### config.mk
export PLATFORM = sky130hd
export DESIGN_NAME = cmd_loader
export DESIGN_NICKNAME = d
export VERILOG_FILES = /design/src/rtl/cmd_loader.sv
export SDC_FILE = /design/constraint.sdc
export NUM_CORES = 1
export LEC_CHECK = 0
export BUFFER_PORTS_ARGS = -buffer_cell sky130_fd_sc_hd__buf_2
export CORE_MARGIN = 4
export CORE_UTILIZATION = 55
export DETAILED_ROUTE_END_ITERATION = 16
export PLACE_DENSITY = 0.79
export SYNTH_ARGS = -nofsm -noshare
export SYNTH_HDL_FRONTEND = slang
export SYNTH_SLANG_ARGS = --single-unit
### constraint.sdc
create_clock -name clk_sys -period 2.5 [get_ports clk_sys]
set_input_delay 0.25 -clock clk_sys [delete_from_list [all_inputs] [get_ports clk_sys]]
set_output_delay 0.25 -clock clk_sys [all_outputs]
set_load 0.005 [all_outputs]
### src/rtl/cmd_loader.sv
// cmd_loader
//   Parses a TRS-80 /CMD image streamed from the HPS download channel and
//   turns its load blocks into sequenced byte writes into system RAM. When a
//   clean download finishes after a transfer block, it requests a jump to
//   the program's transfer address.
//
// Ports
//   clk_sys, reset_n      system clock, synchronous active-low reset
//   ioctl_download        download in progress (hps_io)
//   ioctl_index [7:0]     file type index; CMD_INDEX selects this loader
//   ioctl_wr, ioctl_dout  one-cycle byte strobe and byte
//   ioctl_wait            stall request to hps_io while a RAM write is pending
//   mem_ack               RAM port accepted the current write
//   loader_en             loader owns the RAM port (CPU held off)
//   loader_wr/addr/data   write request (held until mem_ack), address, data
//   loader_jump           one-cycle request to start execution at execute_addr
//   execute_addr [15:0]   transfer address taken from the file
//   load_err              sticky truncated-file flag, cleared on next load
module cmd_loader #(
  parameter logic [7:0] CMD_INDEX = 8'd2
) (
  input  logic        clk_sys,
  input  logic        reset_n,
  input  logic        ioctl_download,
  input  logic [7:0]  ioctl_index,
  input  logic        ioctl_wr,
  input  logic [7:0]  ioctl_dout,
  output logic        ioctl_wait,
  input  logic        mem_ack,
  output logic        loader_en,
  output logic        loader_wr,
  output logic [15:0] loader_addr,
  output logic [7:0]  loader_data,
  output logic        loader_jump,
  output logic [15:0] execute_addr,
  output logic        load_err
);

  typedef enum logic [3:0] {
    IDLE,
    GET_TYPE,
    GET_LEN,
    GET_LSB,
    GET_MSB,
    TRANSFER,
    WRITE,
    IGNORE,
    DRAIN
  } state_t;

  typedef enum logic [1:0] {
    BLK_LOAD,
    BLK_XFER,
    BLK_CMNT
  } blk_t;

  state_t      state_q, state_d;
  blk_t        blk_q, blk_d;
  logic [8:0]  cnt_q, cnt_d;
  logic [15:0] loader_addr_q, loader_addr_d;
  logic [7:0]  loader_data_q, loader_data_d;
  logic [15:0] execute_addr_q, execute_addr_d;
  logic        xfer_valid_q, xfer_valid_d;
  logic        loader_en_q, loader_en_d;
  logic        loader_wr_q, loader_wr_d;
  logic        ioctl_wait_q, ioctl_wait_d;
  logic        loader_jump_q, loader_jump_d;
  logic        load_err_q, load_err_d;
  logic        end_pend_q, end_pend_d;
  logic        dl_q;

  logic        dl_rise;
  logic        dl_fall;
  logic [7:0]  len_m2;
  state_t      post_state;

  assign dl_rise = ioctl_download & ~dl_q;
  assign dl_fall = ~ioctl_download & dl_q;
  assign len_m2  = ioctl_dout - 8'd2;

  always_comb begin
    state_d        = state_q;
    blk_d          = blk_q;
    cnt_d          = cnt_q;
    loader_addr_d  = loader_addr_q;
    loader_data_d  = loader_data_q;
    execute_addr_d = execute_addr_q;
    xfer_valid_d   = xfer_valid_q;
    loader_en_d    = loader_en_q;
    loader_wr_d    = loader_wr_q;
    ioctl_wait_d   = ioctl_wait_q;
    loader_jump_d  = 1'b0;
    load_err_d     = load_err_q;
    end_pend_d     = end_pend_q;
    post_state     = state_q;

    // Byte / handshake processing first.
    case (state_q)
      IDLE: begin
        if (dl_rise && (ioctl_index == CMD_INDEX)) begin
          state_d      = GET_TYPE;
          load_err_d   = 1'b0;
          xfer_valid_d = 1'b0;
          loader_en_d  = 1'b1;
          end_pend_d   = 1'b0;
        end
      end

      GET_TYPE: begin
        if (ioctl_wr) begin
          case (ioctl_dout)
            8'h01:   begin blk_d = BLK_LOAD; state_d = GET_LEN; end
            8'h02:   begin blk_d = BLK_XFER; state_d = GET_LEN; end
            8'h00:   state_d = DRAIN;
            default: begin blk_d = BLK_CMNT; state_d = GET_LEN; end
          endcase
        end
      end

      GET_LEN: begin
        if (ioctl_wr) begin
          case (blk_q)
            // Length byte includes the two address bytes; 0 encodes 256.
            BLK_LOAD: begin
              cnt_d   = {len_m2 == 8'd0, len_m2};
              state_d = GET_LSB;
            end
            BLK_XFER: state_d = GET_LSB;
            default: begin
              cnt_d   = {ioctl_dout == 8'd0, ioctl_dout};
              state_d = IGNORE;
            end
          endcase
        end
      end

      GET_LSB: begin
        if (ioctl_wr) begin
          if (blk_q == BLK_XFER) execute_addr_d[7:0] = ioctl_dout;
          else                   loader_addr_d[7:0]  = ioctl_dout;
          state_d = GET_MSB;
        end
      end

      GET_MSB: begin
        if (ioctl_wr) begin
          if (blk_q == BLK_XFER) begin
            execute_addr_d[15:8] = ioctl_dout;
            xfer_valid_d         = 1'b1;
            state_d              = DRAIN;
          end else begin
            loader_addr_d[15:8] = ioctl_dout;
            state_d             = TRANSFER;
          end
        end
      end

      TRANSFER: begin
        if (ioctl_wr) begin
          loader_data_d = ioctl_dout;
          loader_wr_d   = 1'b1;
          ioctl_wait_d  = 1'b1;
          state_d       = WRITE;
        end
      end

      WRITE: begin
        if (mem_ack) begin
          loader_wr_d   = 1'b0;
          ioctl_wait_d  = 1'b0;
          loader_addr_d = loader_addr_q + 16'd1;
          cnt_d         = cnt_q - 9'd1;
          state_d       = (cnt_q == 9'd1) ? GET_TYPE : TRANSFER;
        end
      end

      IGNORE: begin
        if (ioctl_wr) begin
          cnt_d = cnt_q - 9'd1;
          if (cnt_q == 9'd1) state_d = GET_TYPE;
        end
      end

      DRAIN: ;

      default: state_d = IDLE;
    endcase

    // End-of-download rules act on the state reached after this cycle's
    // byte; a write still in flight defers them until its mem_ack.
    if ((state_q != IDLE) && (dl_fall || end_pend_q)) begin
      post_state = state_d;
      if (post_state == WRITE) begin
        end_pend_d = 1'b1;
      end else begin
        state_d      = IDLE;
        loader_en_d  = 1'b0;
        ioctl_wait_d = 1'b0;
        end_pend_d   = 1'b0;
        if ((post_state == DRAIN) || (post_state == GET_TYPE)) begin
          loader_jump_d = xfer_valid_d;
        end else begin
          load_err_d = 1'b1;
        end
      end
    end
  end

  always_ff @(posedge clk_sys) begin
    if (!reset_n) begin
      state_q        <= IDLE;
      blk_q          <= BLK_LOAD;
      cnt_q          <= '0;
      loader_addr_q  <= '0;
      loader_data_q  <= '0;
      execute_addr_q <= '0;
      xfer_valid_q   <= 1'b0;
      loader_en_q    <= 1'b0;
      loader_wr_q    <= 1'b0;
      ioctl_wait_q   <= 1'b0;
      loader_jump_q  <= 1'b0;
      load_err_q     <= 1'b0;
      end_pend_q     <= 1'b0;
    end else begin
      state_q        <= state_d;
      blk_q          <= blk_d;
      cnt_q          <= cnt_d;
      loader_addr_q  <= loader_addr_d;
      loader_data_q  <= loader_data_d;
      execute_addr_q <= execute_addr_d;
      xfer_valid_q   <= xfer_valid_d;
      loader_en_q    <= loader_en_d;
      loader_wr_q    <= loader_wr_d;
      ioctl_wait_q   <= ioctl_wait_d;
      loader_jump_q  <= loader_jump_d;
      load_err_q     <= load_err_d;
      end_pend_q     <= end_pend_d;
    end
  end

  // Edge detector keeps tracking through reset so a download that is still
  // high when reset releases is not mistaken for a new start.
  always_ff @(posedge clk_sys) begin
    dl_q <= ioctl_download;
  end

  assign ioctl_wait   = ioctl_wait_q;
  assign loader_en    = loader_en_q;
  assign loader_wr    = loader_wr_q;
  assign loader_addr  = loader_addr_q;
  assign loader_data  = loader_data_q;
  assign loader_jump  = loader_jump_q;
  assign execute_addr = execute_addr_q;
  assign load_err     = load_err_q;

endmodule

Word-level counts from Yosys, hierarchy flattened
Index checks and enable logic that the tools add are counted.

Bits in registers: 63. Input port bits: 21. Word-level logic and storage cells: 130.

Add/subtract/negate cells: 3. Equal/unequal tests: 25. Muxes and demuxes: 52. Bitwise operators: 8. Reductions and logical operators: 26.

Operators by type and width (number): $mux W4 (13); $pmux W4 S9 (1); $pmux W8 S2 (2); $mux W9 (3); $pmux W9 S3 (1); $mux W1 (22); $eq A4 B3 Y1 const B (5); $ne A2 B2 Y1 const B (9); $pmux W9 S2 (1); $add A16 B1 Y16 const B (1); $eq A8 B2 Y1 const B (2); $logic_not A8 Y1 (2); $mux W16 (1); $mux W8 (2); $reduce_and A3 Y1 (4); $reduce_bool A2 Y1 (5); $eq A9 B1 Y1 const B (1); $sub A9 B1 Y9 const B (1); $eq A4 B1 Y1 const B (2); $eq A4 B2 Y1 const B (2); $eq A4 B4 Y1 const B (2); $eq A8 B1 Y1 const B (1); $reduce_and A4 Y1 (2); $sub A8 B2 Y8 const B (1); other kinds (16) (28).

Logic depth before layout (Yosys ltp)
Depth in word-level cells: 10. Mapped depth: 8. Gate-level depth less buffers: 7.

Least setup slack after synthesis
No wires, ideal clock.

Path type: register to register. Start: reg cnt_q[0]. End: reg cnt_q[8]. Arrival: 1659 ps. Data required time: 2430 ps. Slack: 770 ps. Stages on the path, launching flop included: 8. Buffers on the path: 0. Period minus slack after synthesis: 1730 ps. Cells stage by stage: dfxtp_1 > inv_1 > ha_1 > or3b_2 > nor3_1 > a21o_1 > o311ai_0 > a21oi_1.

Cells in the longest elaborated chain, start to end: 3.

RTL lines: start: declaration (RTL line 59) `logic [8:0] cnt_q, cnt_d;`; start signal: assignment (RTL line 227) `cnt_q <= cnt_d;`; $sub A9 B1 Y9 (*) (RTL line 172, 179); $mux W9 (on tied branches) (RTL line 178, 168); $pmux W9 S3 (*) (RTL line 98) `case (state_q)`.

Every way passes the cells marked *; elsewhere a longest branch is shown, timed or not. The select of a mux whose other input is x is not followed. A chain may end at the register's enable or synchronous reset.

Worst setup path after layout
Start: reg state_q[0]. End: reg loader_jump_q, in the netlist loader_jump.

Cells in the longest elaborated chain, start to end: 7.

RTL lines: start: declaration (RTL line 57) `state_t state_q, state_d;`; start signal: assignment (RTL line 225) `state_q <= state_d;`; $mux W4 (RTL line 180) `if (cnt_q == 9'd1) state_d = GET_TYPE;`; $mux W4 (RTL line 178) `if (ioctl_wr) begin`; $pmux W4 S9 (RTL line 98); $eq A4 B4 Y1 or $eq A4 B1 Y1 (tied branches) (RTL line 200) `if ((post_state == DRAIN) || (post_state == GET_TYPE)) begin`; $logic_or A1 B1 Y1 (RTL line 200); $not A1 Y1 (no source line); $reduce_or A4 Y1 (no source line); end signal: assignment (RTL line 235) `loader_jump_q <= loader_jump_d;`; end: declaration (RTL line 67) `logic loader_jump_q, loader_jump_d;`.

Parallel ways exist; a longest one is shown, timed or not.

==> qor.txt <==
Outcome: completed
Detailed-route via count: 3418
Register area share after synthesis: 0.361
Number of global-route vias before repair: 3146
Post-DRT Antenna Nets: 0
Warnings from Yosys: 0
Post-synthesis simple-gate area fraction: 0.275
Post-CTS sizing: 0
Synth Register Bits: 63
Dpl ws: 0.443 ns
Logic pwr share: 0.054
Post-synthesis mux area share: 0.0688
Hold Crit Class: input port to flip-flop
First-pass GRT wire length: 15.2 mm
DR WL/cell: 16.4 um
Sw Share: 0.233
Largest family of logic cells by synthesized area: simple AND/OR/NAND/NOR gates
Max Cap Violations: 0
Async SR Flop Fraction: 0
Synth Area in Compound Gates: 0.217
Clock buffer depth: 2
Critical path peak fanout: 18
Pins Over Slew Limit: 0
Clock power frac: 0.449
CTS tree: yes
CP arrival: 2.38 ns
Final wirelength: 9.20 mm
Largest stage delay, worst path: 0.74 ns
RSZ-0062 raised after global routing: false
First DRT Iteration DRCs: 249
Port Buf Inserts: 65
Dpl hpwl: 6.51 mm
Dpl cells: 545
Pwr Density: 501 nW/um^2
Final nets: 506
Main flop type after synthesis: dfxtp_1
Mapped cell area: 3490 um^2
Placer congestion estimate: 0.900
Post-synthesis xor/xnor area fraction: 0.0100
Reg power frac: 0.498
Clock-pin slew on the worst setup and hold paths: 0.07 ns
H-tree levels: 3
Pleak: 1.70 nW
Most frequent cells in the layout: buf_2 (65), dfxtp_1 (63), nor2_1 (61)
Setup TNS: 0 ns
Reg-to-reg startpoint: state_q[0]
Die Height: 87.7 um
1st-pass router iterations: 5
GR Overflow Total: 0
Rel. slew slack: 0.566
Total CTS buffers: 9
Worst skew pair latency: 0.35 ns
All-Layer GR Usage: 0.251
Post-CTS setup buffer count: 0
Setup crit end kind: flip-flop
Slew @ Worst Pin: 0.650 ns
Area Overhead vs Synth: 15.4%
Crit Path Category: flip-flop to flip-flop
WL met1: 3.97 mm
Min-delay src: ioctl_download
Post-layout total power: 2.02 mW
Core area: 6030 um^2
Initial Util: 0.580
Final worst slack: 0.403 ns
Peak supply drop: 0.349 mV
Worst hold slack: 0.0268 ns
Post-Syn Area per Cell: 8.12 um^2
Boundary pin count: 66
Synth Area in Adders: 0.0143
Number of remaining DRC errors: 0
Final worst path period share: 0.839
Vias per inst: 6.10
Area after DPL: 3830 um^2
Clock Sinks: 63
Worst Path Required: 2.78 ns
Number of antenna diodes: 0
Row Count: 28
Syn Inst Count: 430
FMAX: 477 MHz
Yosys cell types: 63
Die footprint: 7690 um^2
Antenna violations before repair: 0
Share of cells above drive strength 1: 0.214
Commonest non-fill, non-tap cell in the layout: buf_2
DR top layer: met4
Int Pwr: 1.55 mW
Sw power: 0.471 mW
Largest net degree at the start of global routing: 37
CP Cell Sequence: or4_1 -> o21ai_0 -> or3_1 -> nor3_1 -> and4_1
WL met2: 4.39 mm
Slowest-stage cell, CP: dfxtp_1
Root buffer cell: clkbuf_8
Syn nets: 455
Number of synthesized flops with an enable pin: 0
Final core occ: 0.669
Cell area after layout: 4030 um^2
Die X: 87.7 um
Final worst path period need: 2.10 ns
Launch point of the worst path: state_q[0]
Final Hold Viols: 0
Clock Skews: 0.00695 ns
# setup viols final: 0
Post-Layout Cell Count: 560
Met3 WL post-DR: 667 um
Nature of the critical path startpoint: flip-flop
Cts hold-fix bufs: 0
-- metal layers --
metal	vias to the layer above	global-route usage
li1	1671	-
met1	1600	0.327
met2	129	0.407
met3	18	0.0564
met4	0	0.0921
met5	-	0
-- cell type report --
class,count,area (um^2)
Timing Repair Buffer,74,393
Inverter,6,22.5
Clock inverter,3,42.5
Multi-Input combinational cell,327,2060
Fill cell,509,1990
Sequential cell,63,1260
Clock buffer,12,155
Tap cell,75,93.8
-- final timing paths --
kind / slack [ns] / depth (start not counted) / endpoint
worst max-delay path: 0.40 / 5 / loader_jump
worst min-delay path: 0.03 / 1 / dl_q
worst max register to register: 0.40 / 5 / loader_jump
worst min register to register: 0.45 / 2 / loader_en
-- cells by family (layout without fill, tap and decap cells) --
family	after synthesis	count (layout)
AO/OA/AOI/OAI	113	113
XOR/XNOR	4	4
adder cells (fa/ha/maj)	4	4
buffers and inverters	40	95
flip-flops	63	63
multiplexers	24	24
AND/OR/NAND/NOR	182	182
-- Yosys cell counts, types with 3 or more instances --
| master | instances | area, um^2 |
|---|---|---|
| dfxtp_1 | 63 | 1260 |
| nor2_1 | 61 | 229 |
| a21oi_1 | 36 | 180 |
| nand2_1 | 31 | 116 |
| o21ai_0 | 26 | 130 |
| mux2i_1 | 24 | 240 |
| nand3_1 | 18 | 90.1 |
| buf_2 | 16 | 80.1 |
| clkbuf_1 | 14 | 52.6 |
| nor3_1 | 10 | 50.1 |
| nor2b_1 | 7 | 43.8 |
| nor3b_1 | 7 | 52.6 |
| and2_1 | 5 | 31.3 |
| and3_1 | 5 | 31.3 |
| and4_1 | 5 | 43.8 |
| inv_1 | 5 | 18.8 |
| o221a_2 | 5 | 56.3 |
| or3_1 | 5 | 31.3 |
| a21o_1 | 4 | 30.0 |
| a31oi_1 | 4 | 25.0 |
| ha_1 | 4 | 50.1 |
| nand2b_1 | 4 | 25.0 |
| o211ai_1 | 4 | 30.0 |
| o31ai_1 | 4 | 30.0 |
| or4_1 | 4 | 30.0 |
| a211oi_1 | 3 | 22.5 |
| nand3b_1 | 3 | 22.5 |
| nand4_1 | 3 | 18.8 |
| nor4bb_1 | 3 | 30.0 |
| o21a_1 | 3 | 22.5 |
| xnor2_1 | 3 | 26.3 |
-- flip-flops by register name, summed over array words and instances, names as in the netlist --
| name | cells |
|---|---|
| loader_jump | 1 |
| execute_addr | 16 |
| state_q | 4 |
| loader_wr | 1 |
| dl_q | 1 |
| loader_data | 8 |
| cnt_q | 9 |
| xfer_valid_q | 1 |
| loader_addr | 16 |
| loader_en | 1 |
| end_pend_q | 1 |
| blk_q | 2 |
| load_err | 1 |
| ioctl_wait | 1 |
-- worst max-delay path: cells and delay by family, from the launching register on --
kind	cells	cell delay [ns]
AO/OA/AOI/OAI	1	0.22
flip-flops	1	0.74
AND/OR/NAND/NOR	4	1.08
-- power groups by stage --
stage | Sequential (mW) | Clock (mW) | Combinational [mW]
after CTS | 1.01 | 0.910 | 0.107
final | 1.01 | 0.906 | 0.109
after floorplan | 1.03 | 0 | 0.0696
after global routing | 1.00 | 0.954 | 0.118
after detailed placement | 1.03 | 0 | 0.106
after global placement | 1.03 | 0 | 0.105
No activity file was read; power rests on OpenSTA's default activity.
